$ cat src/rtl/pipeline_pkg.sv
// pipeline_pkg: shared widths, NOP encoding and pipeline register layouts
package pipeline_pkg;
  localparam int WIDTH = 16;
  localparam int ADDRESSWIDTH = 4;
  localparam int CNTWIDTH = 16;
  localparam logic [WIDTH-1:0] NOP_INSTR = '0;
  typedef struct packed {
    logic [WIDTH-1:0] instr;
    logic [WIDTH-1:0] pc_plus1;
    logic             valid;
  } if_id_t;
  typedef struct packed {
    logic                    reg_write;
    logic                    mem_to_reg;
    logic                    mem_write;
    logic [ADDRESSWIDTH-1:0] reg1_addr;
    logic [ADDRESSWIDTH-1:0] reg2_addr;
    logic [ADDRESSWIDTH-1:0] write_addr;
    logic [WIDTH-1:0]        data1;
    logic [WIDTH-1:0]        data2;
    logic [WIDTH-1:0]        imm;
    logic                    valid;
  } id_ex_t;
  localparam if_id_t IF_ID_BUBBLE = '{instr: NOP_INSTR, pc_plus1: '0, valid: 1'b0};
endpackage

$ cat src/rtl/pipe_reg_en_clr.sv
// pipe_reg_en_clr: pipeline register with async reset, enable and sync clear (clear wins)
module pipe_reg_en_clr #(
  parameter type T = logic,
  parameter T CLR_VAL = '0
) (
  input  logic clk,
  input  logic rst_n,
  input  logic en,
  input  logic clr,
  input  T     d,
  output T     q
);
  T q_q;
  always_ff @(posedge clk or negedge rst_n)
    if (!rst_n) q_q <= '0;
    else if (clr) q_q <= CLR_VAL;
    else if (en) q_q <= d;
  assign q = q_q;
endmodule

$ cat src/rtl/pipeline_stage_regs.sv
// pipeline_stage_regs: PC, IF/ID and ID/EX registers with branch redirect and saturating stall/flush counters
module pipeline_stage_regs
  import pipeline_pkg::*;
(
  input  logic                    clk,
  input  logic                    rst_n,
  input  logic                    stallF,
  input  logic                    stallD,
  input  logic                    flushE,
  input  logic                    branchTakenE,
  input  logic [WIDTH-1:0]        branchTargetE,
  input  logic [WIDTH-1:0]        instrF,
  input  logic                    regWriteD,
  input  logic                    memToRegD,
  input  logic                    memWriteD,
  input  logic [ADDRESSWIDTH-1:0] reg1ReadAddressD,
  input  logic [ADDRESSWIDTH-1:0] reg2ReadAddressD,
  input  logic [ADDRESSWIDTH-1:0] writeAddressD,
  input  logic [WIDTH-1:0]        data1D,
  input  logic [WIDTH-1:0]        data2D,
  input  logic [WIDTH-1:0]        immD,
  output logic [WIDTH-1:0]        pcF,
  output logic [WIDTH-1:0]        instrD,
  output logic [WIDTH-1:0]        pcPlus1D,
  output logic                    validD,
  output logic                    validE,
  output logic                    writeEnableE,
  output logic                    resultSelectorWBE,
  output logic                    memWriteE,
  output logic [ADDRESSWIDTH-1:0] reg1ReadAddressE,
  output logic [ADDRESSWIDTH-1:0] reg2ReadAddressE,
  output logic [ADDRESSWIDTH-1:0] writeAddressE,
  output logic [WIDTH-1:0]        data1E,
  output logic [WIDTH-1:0]        data2E,
  output logic [WIDTH-1:0]        immE,
  output logic [CNTWIDTH-1:0]     stallCount,
  output logic [CNTWIDTH-1:0]     flushCount
);
  logic [WIDTH-1:0] pc_q, pc_d, pc_plus1;
  logic [CNTWIDTH-1:0] stall_cnt_q, stall_cnt_d, flush_cnt_q, flush_cnt_d;
  logic clear_e;
  if_id_t if_id_d, if_id_q;
  id_ex_t id_ex_d, id_ex_q;
  always_comb begin
    pc_plus1 = pc_q + WIDTH'(1);
    pc_d = stallF ? pc_q : branchTakenE ? branchTargetE : pc_plus1;
    clear_e = flushE | branchTakenE;
    stall_cnt_d = (stallD && !(&stall_cnt_q)) ? stall_cnt_q + CNTWIDTH'(1) : stall_cnt_q;
    flush_cnt_d = (clear_e && !(&flush_cnt_q)) ? flush_cnt_q + CNTWIDTH'(1) : flush_cnt_q;
    if_id_d = '{instr: instrF, pc_plus1: pc_plus1, valid: 1'b1};
    id_ex_d = '{reg_write: regWriteD, mem_to_reg: memToRegD, mem_write: memWriteD,
                reg1_addr: reg1ReadAddressD, reg2_addr: reg2ReadAddressD,
                write_addr: writeAddressD, data1: data1D, data2: data2D, imm: immD,
                valid: if_id_q.valid};
  end
  always_ff @(posedge clk or negedge rst_n)
    if (!rst_n) begin
      pc_q <= '0;
      stall_cnt_q <= '0;
      flush_cnt_q <= '0;
    end else begin
      pc_q <= pc_d;
      stall_cnt_q <= stall_cnt_d;
      flush_cnt_q <= flush_cnt_d;
    end
  pipe_reg_en_clr #(.T(if_id_t), .CLR_VAL(IF_ID_BUBBLE)) u_if_id (
    .clk(clk), .rst_n(rst_n), .en(!stallD), .clr(branchTakenE), .d(if_id_d), .q(if_id_q)
  );
  pipe_reg_en_clr #(.T(id_ex_t), .CLR_VAL('0)) u_id_ex (
    .clk(clk), .rst_n(rst_n), .en(1'b1), .clr(clear_e), .d(id_ex_d), .q(id_ex_q)
  );
  assign pcF = pc_q;
  assign instrD = if_id_q.instr;
  assign pcPlus1D = if_id_q.pc_plus1;
  assign validD = if_id_q.valid;
  assign validE = id_ex_q.valid;
  assign writeEnableE = id_ex_q.reg_write;
  assign resultSelectorWBE = id_ex_q.mem_to_reg;
  assign memWriteE = id_ex_q.mem_write;
  assign reg1ReadAddressE = id_ex_q.reg1_addr;
  assign reg2ReadAddressE = id_ex_q.reg2_addr;
  assign writeAddressE = id_ex_q.write_addr;
  assign data1E = id_ex_q.data1;
  assign data2E = id_ex_q.data2;
  assign immE = id_ex_q.imm;
  assign stallCount = stall_cnt_q;
  assign flushCount = flush_cnt_q;
endmodule

$ cat config.mk
export PLATFORM = sky130hd
export DESIGN_NAME = pipeline_stage_regs
export DESIGN_NICKNAME = d
export VERILOG_FILES = /design/src/rtl/pipeline_pkg.sv /design/src/rtl/pipe_reg_en_clr.sv /design/src/rtl/pipeline_stage_regs.sv
export SDC_FILE = /design/constraint.sdc
export NUM_CORES = 1
export LEC_CHECK = 0
export CAP_MARGIN = 30
export CORE_UTILIZATION = 47
export CTS_CLUSTER_DIAMETER = 80
export DETAILED_ROUTE_END_ITERATION = 6
export HOLD_SLACK_MARGIN = 0.12
export PLACE_DENSITY = 0.89
export SLEW_MARGIN = 10
export SYNTH_ARGS = -nofsm -noshare
export SYNTH_HDL_FRONTEND = slang
export SYNTH_SLANG_ARGS = --single-unit
$ cat constraint.sdc
create_clock -name clk -period 3.7 [get_ports clk]
set_input_delay 0.555 -clock clk [delete_from_list [all_inputs] [get_ports clk]]
set_output_delay 0.555 -clock clk [all_outputs]
set_load 0.01 [all_outputs]
* After elaboration in Yosys (flattened, before gate mapping)
Index checks and enable logic that the tools add are counted.
** Storage, ports and cells
- Register bits after elaboration :: 145
- Output and inout port bits :: 145
** Cells by class
- Add/sub/neg operators :: 3
- Eq/ne operators :: 1
- Mux-type cells :: 4
- Bitwise operators :: 1
- Reductions and logical operators :: 6
** Operators with widths (number)
- 33-bit 2-to-1 mux :: 2
- 64-bit 2-to-1 mux :: 1
- 16-bit by 1-bit adder with 16-bit output, second input constant :: 3
- 16-bit AND reduction :: 2
- 16-bit 2-to-1 mux :: 1
- 1-bit logical AND :: 2
- 1-bit zero test :: 2
- 2-bit by 1-bit inequality test with 1-bit output, second input constant :: 1
- 1-bit OR :: 1

* Depth between registers and ports, before layout
Gate-level depths: netlist of run 1.
- Depth after elaboration :: 3
- Depth in mapped cells :: 6
- Gate-level depth less buffers :: 5

* Hierarchy
From an unflattened synthesis of run 1, not the netlist that was laid out.
** Unflattened totals
- Cells, all modules :: 594
- Area total of the unflattened synthesis :: 6727.7 um^2
** Modules (own cells, without submodules)
- pipeline_stage_regs :: instances 1, cells each 281, area each 2748.9 um^2, sequential area each 1201.2 um^2
- pipe_reg_en_clr (u_id_ex) :: instances 1, cells each 206, area each 2611.3 um^2, sequential area each 1601.5 um^2
- pipe_reg_en_clr (u_if_id) :: instances 1, cells each 107, area each 1367.6 um^2, sequential area each 825.8 um^2

* Worst setup path after synthesis of run 1
No wires, ideal clock.
- Kind :: register -> register
- From :: reg stall_cnt_q[0], in the netlist stallCount[0]
- To :: reg stall_cnt_q[1], in the netlist stallCount[1]
- Library setup time :: 0.125 ns
- Data arrival time :: 1.771 ns
- Data required time :: 3.575 ns
- Slack :: 1.805 ns
- Cell stages (with the launch flop) :: 5
- Buffers on the path :: 0
- Period minus slack after synthesis :: 1.895 ns
- Path through :: dfrtp_1 -> ha_1 -> nand3_1 -> o41ai_4 -> mux2_2
** On the way
- Cells in the longest elaborated chain, start to end :: 3
- Elaborated cells between the ends (all ways) :: 4
- Those cells by class :: add/sub: 1; reduce/logical: 3
** Ends and longest elaborated chain
- start, declared :: RTL line pipeline_stage_regs.sv:40 : logic [CNTWIDTH-1:0] stall_cnt_q, stall_cnt_d, flush_cnt_q, flush_cnt_d;
- start signal, assigned :: RTL line pipeline_stage_regs.sv:63 : stall_cnt_q <= stall_cnt_d;
- branches (longest 3 deep; another with 16-bit by 1-bit adder with 16-bit output)
Several ways; the timed one is not identified.
A chain may end at the register's enable or synchronous reset.

* Worst setup path after layout of run 1
- From :: reg pc_q[2], in the netlist pcF[2]
- To :: out pcF[2]
** RTL lines
- start, declared :: RTL line pipeline_stage_regs.sv:39 : logic [WIDTH-1:0] pc_q, pc_d, pc_plus1;
- start signal, assigned :: RTL line pipeline_stage_regs.sv:62 : pc_q <= pc_d;
- end, declared :: RTL line pipeline_stage_regs.sv:22 : output logic [WIDTH-1:0] pcF,
No word-level cell between the ends.

==> results of run 1 <==
-- through the flow --
step | util [%] | cells | power, W | worst slack, ns | hold WS, ns
after CTS | 74.2 | 959 | 0.00503 | 1.56 | 0.144
final | 74.2 | 959 | 0.00500 | 1.56 | 0.129
after detailed placement | 68.8 | 928 | 0.00303 | 1.43 | 0.487
after global routing | 74.2 | 959 | 0.00522 | 1.39 | 0.162
after floorplan | - | 534 | 0.00241 | 1.80 | 0.259
after global placement | 68.8 | 928 | 0.00299 | 1.50 | 0.488
-- routing by layer --
metal  share of wire (%)  vias up
met2                  51      199
met5                   0        -
met4                 2.2        0
met1                  38     2366
li1                    -     2285
met3                 8.7       28
-- Yosys cell counts --
cell type | number | area, µm²
dfrtp_1 | 145 | 3630
and2_1 | 63 | 394
nor2_1 | 45 | 169
mux2i_1 | 31 | 310
xor2_1 | 25 | 219
nand2_1 | 23 | 86.3
a21oi_1 | 21 | 105
clkbuf_1 | 21 | 78.8
inv_1 | 20 | 75.1
nor3_1 | 14 | 70.1
xnor2_1 | 14 | 123
a22oi_1 | 12 | 90.1
nand3_1 | 12 | 60.1
nand4_1 | 11 | 68.8
o21a_1 | 11 | 82.6
nor4_1 | 9 | 56.3
nor2b_1 | 8 | 50.1
o21ai_0 | 7 | 35.0
mux2_2 | 4 | 45.0
a31oi_1 | 3 | 18.8
and3_1 | 3 | 18.8
buf_2 | 3 | 15.0
ha_1 | 3 | 37.5
or2_2 | 3 | 18.8
a221o_1 | 2 | 20.0
buf_1 | 2 | 7.51
clkbuf_2 | 2 | 10.0
nand4b_1 | 2 | 17.5
or3_1 | 2 | 12.5
a211oi_1 | 1 | 7.51
a311oi_1 | 1 | 8.76
a41oi_1 | 1 | 8.76
and4_1 | 1 | 8.76
and4b_1 | 1 | 10.0
nand3b_1 | 1 | 7.51
nand4_4 | 1 | 21.3
nor3_2 | 1 | 10.0
nor3b_1 | 1 | 7.51
nor4b_2 | 1 | 15.0
o2111a_1 | 1 | 11.3
o41ai_4 | 1 | 27.5
or3_4 | 1 | 11.3
-- cell type report --
class	instances	share of cell area [%]
clock inverters	11	2.50
repair buffers	250	26.6
flip-flops and latches	145	38.8
inverters	20	0.802
well taps	172	2.30
multi-input cells	341	24.2
clock buffers	20	4.77
-- power breakdown --
part	switching, W	internal [W]	leakage (nW)
Combinational	0.000453	0.000575	1.94
Clock	0.000642	0.00134	0.334
Sequential	0.000227	0.00176	1.89
Total	0.00132	0.00368	4.16
-- registers in the layout, indices dropped and copies added, names as in the netlist --
register,flops
u_id_ex.q,64
u_if_id.q,33
flushCount,16
pcF,16
stallCount,16
-- layout by cell type (no fill, tap or decap), drive strengths merged, types with 4 or more instances in the layout --
cell           netlist  routed
mux2i               31      31
o21ai                7       7
nand3               12      12
nand4               12      12
buf                  5       8
clkinv               0       4
xnor2               14      14
xor2                25      25
nor3                15      15
dfrtp              145     145
nor2b                8       8
nor2                45      45
clkbuf              23      20
clkdlybuf4s50        0     242
inv                 20      20
and2                63      63
mux2                 4       4
nand2               23      23
a21oi               21      21
o21a                11      11
nor4                 9       9
a22oi               12      12
bufinv               0       7
-- path summary, 6_finish.rpt --
path | slack [ns] | depth (start not counted) | endpoint
setup / recovery | 1.56 | 1 | pcF[2]
hold / removal | 0.13 | 1 | stallCount[12]
setup reg to reg | 1.57 | 5 | flushCount[1]
hold reg to reg | 0.50 | 1 | stallCount[15]
max in group asynchronous | 2.73 | 2 | pcF[2]
min in group clk | 0.50 | 1 | stallCount[15]
-- cells by family after synthesis --
kind of cell,share of synthesized area (%)
buffers and inverters,3.07
xor gates and xnor gates,5.62
muxes,5.85
AOI/OAI and AO/OA,6.83
adders and majority gates,0.618
and+or+nand+nor,18.3
DFF,59.7
==> impl_metrics.json, run 1 <==
{
  "syn_area_um2": 6080,
  "finalWirelength_um": 16800,
  "fin_crit_ns": 2.14,
  "fin_nets": 879,
  "ctsResizeCount": 0,
  "rsz0062_at_grt": "false",
  "global_route.usage.met3_pct": 9.57,
  "grt-busiest-layer": "met2",
  "slowest_stage": "clkdlybuf4s50_1",
  "maxCapViolations": 0,
  "routedWlPerCell_um": 17.5,
  "critical_path.top_delay_family": "buffers and inverters",
  "antenna_cells": 0,
  "n_fill_cell": 852,
  "regArea_um2": 3630,
  "grt_max_degree": 80,
  "portBuffers": 245,
  "rows": 41,
  "startpoint_type": "flop",
  "endpoint_kind": "output pin",
  "cts_setup_buffers": 0,
  "drt-initial-drc-count": 224,
  "slowest_delay_ns": 0.65,
  "areaGrowthSynthToFinish_pct": 54.0,
  "placed_cell_area_um2": 8680,
  "tightest_slew_ns": 1.00,
  "outcome": "finished clean",
  "synth_warnings": 0,
  "ys_ff_latch": 145,
  "setup_tns_ns": 0,
  "h-tree-depth": 4,
  "cp_cell_sequence": "clkdlybuf4s50_1",
  "track_usage_pct": 26.1,
  "start_util_pct": 48.2,
  "p_leak_nw": 4.16,
  "synth_nets": 638,
  "vdd_drop_max_mv": 0.370,
  "yosysSeqAreaShare_pct": 59.7,
  "syn_area_per_cell_um2": 11.4,
  "gp_congestion": 0.864,
  "final_area_um2": 9360,
  "die_area_um2": 13400,
  "hold_class": "in -> async",
  "power.density_nw_per_um2": 534,
  "clk_path_buf_depth": 2,
  "vias_per_cell": 5.09,
  "clock_skew_ns": 0.00631,
  "syn_inst": 534,
  "hold_viol": 0,
  "core-area_um2": 12600,
  "cp_num_buf_inv": 1,
  "post-dp-hpwl_um": 11900,
  "post-route-drc-count": 0,
  "drt_first_pass_iters": 4,
  "postCtsHoldBufs": 0,
  "critical_path_class": "reg -> out",
  "met2_usage_pct": 45.0,
  "multi_input_area_um2": 2270,
  "maxSlewViolCount": 0,
  "cts_buffers": 17,
  "r2r-start": "flushCount[0]",
  "cts_tree": "done",
  "grt_pass1_wl_um": 25800,
  "cp.arrival_ns": 1.58,
  "max_freq_ghz": 0.468,
  "antenna_found_initial": 0,
  "path_max_fanout": 9,
  "io_pins": 246,
  "die_w_um": 116,
  "clock-sinks": 145,
  "met1_usage_pct": 29.1,
  "clk_latency_ns": 0.42,
  "ant_nets": 0,
  "dieHeight_um": 116,
  "worstPathRequired_ns": 3.14,
  "setup-violations-final": 0,
  "synth.distinct_cells": 42,
  "cp-startpoint": "pcF[2]",
  "gr-total-overflow": 0,
  "period_share_pct": 57.8,
  "vias": 4878,
  "grt_pass1_vias": 5033,
  "max-slew-margin-rel_pct": 32.9,
  "cts_root_buffer": "clkbuf_16",
  "cts.clk_slew.worst_paths_ns": 0.06,
  "drive_gt1_share_pct": 6.35
}
No activity file was read; power rests on OpenSTA's default activity.
==> run 2: changes to the inputs <==
--- a/config.mk
+++ b/config.mk
@@ -6,11 +6,11 @@
 export NUM_CORES = 1
 export LEC_CHECK = 0
 export CAP_MARGIN = 30
-export CORE_UTILIZATION = 47
+export CORE_UTILIZATION = 39
 export CTS_CLUSTER_DIAMETER = 80
 export DETAILED_ROUTE_END_ITERATION = 6
 export HOLD_SLACK_MARGIN = 0.12
-export PLACE_DENSITY = 0.89
+export PLACE_DENSITY = 0.79
 export SLEW_MARGIN = 10
 export SYNTH_ARGS = -nofsm -noshare
 export SYNTH_HDL_FRONTEND = slang
==> constraint.sdc (replaced) <==
create_clock -name clk -period 1.9 [get_ports clk]
set_input_delay 0.285 -clock clk [delete_from_list [all_inputs] [get_ports clk]]
set_output_delay 0.285 -clock clk [all_outputs]
set_load 0.01 [all_outputs]
==> impl_metrics.json, run 2 (synthesized netlist as in run 1, its figures left out) <==
{
  "mostFrequentLayoutCells": "clkdlybuf4s50_1, dfrtp_1, and2_1",
  "antenna_found_initial": 1,
  "clk_latency_ns": 0.42,
  "die_area_um2": 16100,
  "start_util_pct": 40.0,
  "gp_congestion": 0.844,
  "endpoint_kind": "output pin",
  "cp.arrival_ns": 1.52,
  "drt-initial-drc-count": 147,
  "clock_skew_ns": 0.00821,
  "clk_path_buf_depth": 2,
  "critical_path_class": "reg -> out",
  "hold_viol": 0,
  "antenna_cells": 0,
  "maxSlewViolCount": 0,
  "total_power_w": 0.00960,
  "fin_crit_ns": 1.80,
  "power.density_nw_per_um2": 1000,
  "cp_cell_sequence": "clkdlybuf4s50_1",
  "tightest_slew_ns": 0.485,
  "vias": 4957,
  "grt_max_degree": 51,
  "cp_num_buf_inv": 1,
  "period_share_pct": 94.7,
  "post-dp-hpwl_um": 11900,
  "placed_cell_area_um2": 8870,
  "dp_slack_ns": 0.0119,
  "p_clk_share_pct": 37.5,
  "clock-sinks": 145,
  "switching_share_pct": 28.1,
  "comb_power_share_pct": 22.7,
  "n_fill_cell": 1182,
  "die_w_um": 127,
  "path_max_fanout": 8,
  "max_freq_ghz": 0.556,
  "routedWlPerCell_um": 16.2,
  "setup-violations-final": 0,
  "final_common_cell": "clkdlybuf4s50_1",
  "fin_hold_ws_ns": 0.172,
  "rows": 45,
  "cts_buffers": 17,
  "vias_per_cell": 4.95,
  "ant_nets": 0,
  "grt_pass1_wl_um": 25800,
  "fin_nets": 904,
  "maxCapViolations": 0,
  "cts_tree": "done",
  "multi_input_area_um2": 2300,
  "regArea_um2": 3630,
  "outcome": "finished clean",
  "setup_ws_ns": 0.0999,
  "critical_path.top_delay_family": "buffers and inverters",
  "core-area_um2": 15200,
  "slowest_stage": "clkdlybuf4s50_1",
  "cts.clk_slew.worst_paths_ns": 0.06,
  "hold_class": "in -> reg",
  "portBuffers": 245,
  "vdd_drop_max_mv": 0.577,
  "p_leak_nw": 4.27,
  "gr-total-overflow": 0,
  "p_sw_w": 0.00270,
  "io_pins": 246,
  "slowest_delay_ns": 0.61,
  "post-route-drc-count": 0,
  "areaGrowthSynthToFinish_pct": 57.5,
  "track_usage_pct": 20.9,
  "finalWirelength_um": 16200,
  "h-tree-depth": 4,
  "largest_reg_flops": 64,
  "cts_root_buffer": "clkbuf_16",
  "setup_tns_ns": 0,
  "final_area_um2": 9570,
  "dieHeight_um": 127,
  "startpoint_type": "flop",
  "grt_pass1_vias": 5110,
  "seqPwrFrac_pct": 39.8,
  "max-slew-margin-rel_pct": 67.6,
  "drive_gt1_share_pct": 10.2,
  "drt_first_pass_iters": 4,
  "p_int_w": 0.00690,
  "worstPathRequired_ns": 1.62
}
run 2: cell types whose count changed in the layout (fill, tap and decap cells not counted), moves of 2 or more:
| cell | previous run | this run |
|---|---|---|
| clkinv_4 | 1 | 3 |
| bufinv_16 | 7 | 4 |
| inv_6 | 0 | 3 |
| ha_2 | 0 | 3 |
| clkbuf_1 | 2 | 0 |
| ha_1 | 3 | 0 |
| clkinvlp_4 | 0 | 4 |
| buf_4 | 4 | 27 |
| clkinv_2 | 3 | 0 |
run 2: power by group through the flow:
stage / clock network [W] / registers, W / logic (W)
floorplan: 0 / 0.00396 / 0.000729
global placement: 0 / 0.00383 / 0.00209
detailed placement: 0 / 0.00387 / 0.00214
CTS: 0.00367 / 0.00382 / 0.00216
global route: 0.00380 / 0.00387 / 0.00236
finish: 0.00360 / 0.00382 / 0.00218
run 2: layer usage:
metal	wire length, µm	global-route usage [%]	vias to the layer above
li1	-	-	2327
met1	6340	23.4	2403
met2	8300	35.9	202
met3	1310	7.84	23
met4	285	7.98	2
met5	13	0	-
run 2: worst paths after layout:
check,cells after the start,to,start,slack [ns]
worst max-delay path,1,pcF[6],pcF[6],0.1
worst min-delay path,2,u_if_id.q[0],branchTakenE,0.17
worst max register to register,6,stallCount[9],stallCount[1],0.1
worst min register to register,1,stallCount[15],stallCount[15],0.50
max in group asynchronous,3,flushCount[11],rst_n,0.97
min in group asynchronous,2,u_id_ex.q[28],rst_n,0.34
run 2: per-stage QoR:
stage / instances / util (%)
floorplan: 534 / -
global placement: 964 / 58.3
finish: 1001 / 63.0
CTS: 997 / 62.6
global route: 1001 / 63.0
detailed placement: 964 / 58.3
run 2: cell type report:
class                      instances  area share (%)
sequential                       145            37.9
inverter                          20           0.784
timing repair buffer             275            28.2
multi-input combinational        341            24.0
clock inverter                    14            2.12
tap                              188            2.46
clock buffer                      18            4.59
run 2: timing repair:
action                     4_1_cts  5_1_grt
hold buffers                     1        0
setup endpoints to repair        0       17
setup buffers                    0        3
hold endpoints to repair       125        0
resized for setup                0        7
run 2: worst register-to-register path, cell delays in order (launching register included):
cell and delay (ns):
dfrtp_1 0.42, ha_2 0.24, nand3_1 0.16, o41ai_4 0.43, buf_4 0.22, nor4_1 0.06
xor2_1 0.15
